File: src/rtl/alu_pkg.sv
// Shared ALU definitions: default datapath width and the serial subtractor state encoding.
// Imported by the ALU sub-blocks.
package alu_pkg;

    localparam int ALU_WIDTH = 8;

    typedef enum logic [1:0] {
        IDLE  = 2'd0,
        SHIFT = 2'd1,
        DONE  = 2'd2
    } sub_state_t;

endpackage

File: src/rtl/full_subtractor_1b.sv
// One-bit full subtractor: d = a - m - bin, with borrow out.
// Purely combinational; the serial subtractor reuses it once per bit-step.
module full_subtractor_1b (
    input  logic a,
    input  logic m,
    input  logic bin,
    output logic d,
    output logic bout
);

    assign d    = a ^ m ^ bin;
    assign bout = (~a & m) | (~(a ^ m) & bin);

endmodule

File: src/rtl/serial_sub.sv
// Bit-serial unsigned subtractor (result = ac - memory), LSB first, one bit per cycle.
// Results, borrow and zero flag are presented from a separate output register loaded on completion.
module serial_sub
    import alu_pkg::*;
#(
    parameter int WIDTH = ALU_WIDTH
) (
    input  logic             clk,
    input  logic             rst,
    input  logic             start,
    input  logic [WIDTH-1:0] ac,
    input  logic [WIDTH-1:0] memory,
    output logic             busy,
    output logic             done,
    output logic [WIDTH-1:0] result,
    output logic             bout,
    output logic             zero
);

    localparam int CW = $clog2(WIDTH) + 1;

    sub_state_t       state_r;
    sub_state_t       state_next_s;
    logic [WIDTH-1:0] a_r;
    logic [WIDTH-1:0] m_r;
    logic [WIDTH-1:0] sh_r;
    logic             borrow_r;
    logic [CW-1:0]    cnt_r;
    logic [WIDTH-1:0] result_r;
    logic             bout_r;
    logic             zero_r;
    logic             busy_r;
    logic             done_r;

    logic             d_s;
    logic             bo_s;
    logic             accept_s;
    logic             last_step_s;
    logic [WIDTH-1:0] sh_next_s;

    full_subtractor_1b u_fs (
        .a    (a_r[0]),
        .m    (m_r[0]),
        .bin  (borrow_r),
        .d    (d_s),
        .bout (bo_s)
    );

    assign accept_s    = start && (state_r != SHIFT);
    assign last_step_s = (cnt_r == CW'(WIDTH - 1));
    assign sh_next_s   = {d_s, sh_r[WIDTH-1:1]};

    // Next-state logic; DONE accepts a new start exactly like IDLE.
    always_comb begin
        state_next_s = state_r;
        case (state_r)
            IDLE: begin
                if (start) state_next_s = SHIFT;
                else       state_next_s = IDLE;
            end
            SHIFT: begin
                if (last_step_s) state_next_s = DONE;
                else             state_next_s = SHIFT;
            end
            DONE: begin
                if (start) state_next_s = SHIFT;
                else       state_next_s = IDLE;
            end
            default: state_next_s = IDLE;
        endcase
    end

    // State register with busy/done registered from the next state.
    always_ff @(posedge clk) begin
        if (rst) begin
            state_r <= IDLE;
            busy_r  <= 1'b0;
            done_r  <= 1'b0;
        end else begin
            state_r <= state_next_s;
            busy_r  <= (state_next_s == SHIFT);
            done_r  <= (state_next_s == DONE);
        end
    end

    // Operand shift registers, borrow chain, bit counter and the completion output register.
    always_ff @(posedge clk) begin
        if (rst) begin
            a_r      <= '0;
            m_r      <= '0;
            sh_r     <= '0;
            borrow_r <= 1'b0;
            cnt_r    <= '0;
            result_r <= '0;
            bout_r   <= 1'b0;
            zero_r   <= 1'b1;
        end else if (accept_s) begin
            a_r      <= ac;
            m_r      <= memory;
            borrow_r <= 1'b0;
            cnt_r    <= '0;
        end else if (state_r == SHIFT) begin
            a_r      <= a_r >> 1;
            m_r      <= m_r >> 1;
            sh_r     <= sh_next_s;
            borrow_r <= bo_s;
            cnt_r    <= cnt_r + CW'(1);
            // Only the completed difference ever reaches the visible outputs.
            if (last_step_s) begin
                result_r <= sh_next_s;
                bout_r   <= bo_s;
                zero_r   <= (sh_next_s == '0);
            end
        end
    end

    assign busy   = busy_r;
    assign done   = done_r;
    assign result = result_r;
    assign bout   = bout_r;
    assign zero   = zero_r;

endmodule

File: config.mk
export PLATFORM = sky130hd
export DESIGN_NAME = serial_sub
export DESIGN_NICKNAME = d
export VERILOG_FILES = /design/src/rtl/alu_pkg.sv /design/src/rtl/full_subtractor_1b.sv /design/src/rtl/serial_sub.sv
export SDC_FILE = /design/constraint.sdc
export NUM_CORES = 1
export LEC_CHECK = 0
export CAP_MARGIN = 20
export CORE_ASPECT_RATIO = 0.7
export CORE_UTILIZATION = 61
export CTS_BUF_LIST = sky130_fd_sc_hd__clkbuf_8 sky130_fd_sc_hd__clkbuf_16
export DETAILED_ROUTE_END_ITERATION = 6
export DONT_BUFFER_PORTS = 1
export GPL_TIMING_DRIVEN = 0
export PLACE_DENSITY = 0.77
export SETUP_SLACK_MARGIN = 0.02
export SLEW_MARGIN = 30
export SYNTH_ARGS = -nofsm -noshare
export SYNTH_HDL_FRONTEND = slang
export SYNTH_SLANG_ARGS = --single-unit
File: constraint.sdc
create_clock -name clk -period 1.9 [get_ports clk]
set_input_delay 0.19 -clock clk [delete_from_list [all_inputs] [get_ports clk]]
set_output_delay 0.19 -clock clk [all_outputs]
set_load 0.02 [all_outputs]
==> reports/results.ini <==
[floorplanning]
die_y_um=47.6
io_pins=31
die-area_mm2=0.00320
rows=16
core_mm2=0.00280
start_util=0.647
die_w_um=67.2

[synth]
synth_common_cells=dfxtp_1 (42), mux2i_1 (24), nand2b_1 (19)
yosys.area.top_type=dfxtp_1
seq_area_frac_synth=0.463
syn_inst=186
yosysMostFrequentCell=dfxtp_1
ys.flop_type=dfxtp_1
synth_area_leaders=dfxtp_1 (46%), mux2i_1 (13%), nand2b_1 (6.6%), a211oi_1 (5.8%), nor2_1 (3.5%)
ys_ff_latch=42
synth-edff-count=0
synth_async_sr_flop_share=0
yosys.area.top_type_share=0.463
synth_warnings=0
yosysUniqueCellTypes=31
synth.avg_cell_area_um2=9.75
synth_nets=207
syn_area_mm2=0.00181

[cts]
cts_setup_buffers=0
cts_sinks=42
cts_hold_buf=0
cts_buffer_depth=2
ctsResizeCount=0
cts.htree.levels=2
clkTransAtPathRegs_ps=80
cts_buffers=5
root_buffer=clkbuf_8
cts_tree=done
insertion_delay_ps=290

[grt]
grt_start_max_net_pins=14
grt_overflow=0
grt_pass1_wl_um=5490
first_global_vias=1193
grt_usage=0.241
antenna_found_initial=0

[setup_path]
timing.rr.end=bout
worstReg2RegStart=cnt_r[0]
start_kind=register
critPathCaptureType=register
crit_path_max_fanout=10
r2r_cells=4
crit_arrival_ps=1620
crit_type=reg2reg
cp.required_ps=2080
reg2reg_slack_ps=460

[routing]
first_pass_iters=5
vias=1332
antenna_left=0
drc=0
avgRoutedWirePerCell_um=15.5
drt-initial-drc-count=67
vias_per_cell=5.79
drt_wl_total_um=3560

[place]
placed_cell_area_mm2=0.00186
place_ws_ps=454
place_congestion=0.777
portBuffers=0
dp.final_hpwl_um=2510

[cells_and_area]
layout-drive-gt1-share=0.124
stdcell_area_mm2=0.00197
layout.nets=214
synthToLayoutAreaGrowth_pct=8.48
postLayoutCoreUtil=0.702
diodes=0

[sta]
min_period_ps=1440
period_share=0.758
fin_ws_ps=460
max_freq_mhz=695
setup-violations-final=0
skew_ps=4.28
rsz0062_at_grt=no
slew_headroom=0.651
hold_viol=0
tightest_slew_ps=523
finalSetupTns_ps=0
fin_hold_ws_ps=75.1
finalMaxSlewViolations=0

[hold_path]
hold_start=start
hp-class=in2reg
hold_end=borrow_r
hold_path_depth=2

[flow_run]
maxCapViolCount=0

[pwr]
power.density_mw_per_mm2=925
p_leak_nw=0.797
irDropWorstVdd_mv=0.591

[outcome]
status=complete, no violations

[through the flow]
step	instances	power (mW)
floorplan	186	1.11
global placement	222	1.14
detailed placement	222	1.15
global route	230	1.89
finish	230	1.82
CTS	230	1.83
[cells by family (layout without fill, tap and decap cells)]
| family | after synthesis | after routing | share of synthesized area |
|---|---|---|---|
| buffers and inverters | 16 | 24 | 0.0497 |
| adder cells (fa/ha/maj) | 2 | 2 | 0.0179 |
| AO/OA/AOI/OAI | 29 | 29 | 0.106 |
| AND/OR/NAND/NOR | 71 | 71 | 0.216 |
| multiplexers | 26 | 26 | 0.147 |
| flip-flops | 42 | 42 | 0.463 |
[final cells by class]
cell class	instances	area (um2)
Buffer	14	82.6
Clock buffer	5	68.8
Clock inverter	3	40.0
Fill cell	233	835
Inverter	2	7.51
Multi-Input combinational cell	128	883
Sequential cell	42	841
Tap cell	36	45.0
[report_power, final]
group          switching, mW  internal (mW)  total, mW  leakage, nW
clock                  0.302          0.387      0.689       0.0579
combinational          0.107         0.0800      0.187        0.396
sequential            0.0261          0.920      0.946        0.343
total                  0.435           1.39       1.82        0.797
[sequential cells by signal (all words and copies together), names as in the netlist]
signal / cells
sh_r: 7
result: 8
cnt_r: 4
borrow_r: 1
a_r: 8
busy: 1
state_r: 2
done: 1
m_r: 8
bout: 1
zero: 1
[worst max-delay path by stage]
stage	from	to	cells past startpoint
4_1_cts	cnt_r[0]	bout	4
5_1_grt	m_r[0]	zero	5
2_1_floorplan	cnt_r[0]	bout	4
3_5_place_dp	cnt_r[0]	bout	4
3_3_place_gp	cnt_r[0]	bout	4
6_report	cnt_r[0]	bout	4
[per-layer routing]
| metal | routed length (um) | part of all wire | track usage | vias up |
|---|---|---|---|---|
| met3 | 222 | 0.062 | 0.0690 | 8 |
| met2 | 1620 | 0.45 | 0.374 | 43 |
| met5 | 0 | 0 | 0 | - |
| met4 | 46 | 0.013 | 0.0894 | 0 |
| met1 | 1670 | 0.47 | 0.326 | 632 |
| li1 | - | - | - | 649 |
[layout by cell type, fill, tap and decap left out, drive strengths merged]
| cell | synthesis | routed |
|---|---|---|
| clkinv | 0 | 2 |
| a211oi | 15 | 15 |
| a31oi | 1 | 1 |
| nor3 | 4 | 4 |
| dfxtp | 42 | 42 |
| or2 | 1 | 1 |
| buf | 12 | 12 |
| a2bb2oi | 1 | 1 |
| nor2b | 2 | 2 |
| inv | 2 | 2 |
| clkbuf | 2 | 7 |
| fa | 1 | 1 |
| nand2 | 16 | 16 |
| or3 | 2 | 2 |
| nand3b | 4 | 4 |
| nand3 | 2 | 2 |
| ha | 1 | 1 |
| mux2 | 2 | 2 |
| nand2b | 19 | 19 |
| and2b | 1 | 1 |
| nor2 | 18 | 18 |
| a21oi | 12 | 12 |
| bufinv | 0 | 1 |
| nor4 | 2 | 2 |
| mux2i | 24 | 24 |
[worst max-delay path: stages, from the launching register on]
cell and delay, ps:
dfxtp_1 370, ha_1 240, nand3b_4 140, nor2_8 230
mux2_1 340
No activity file was read; power rests on OpenSTA's default activity.
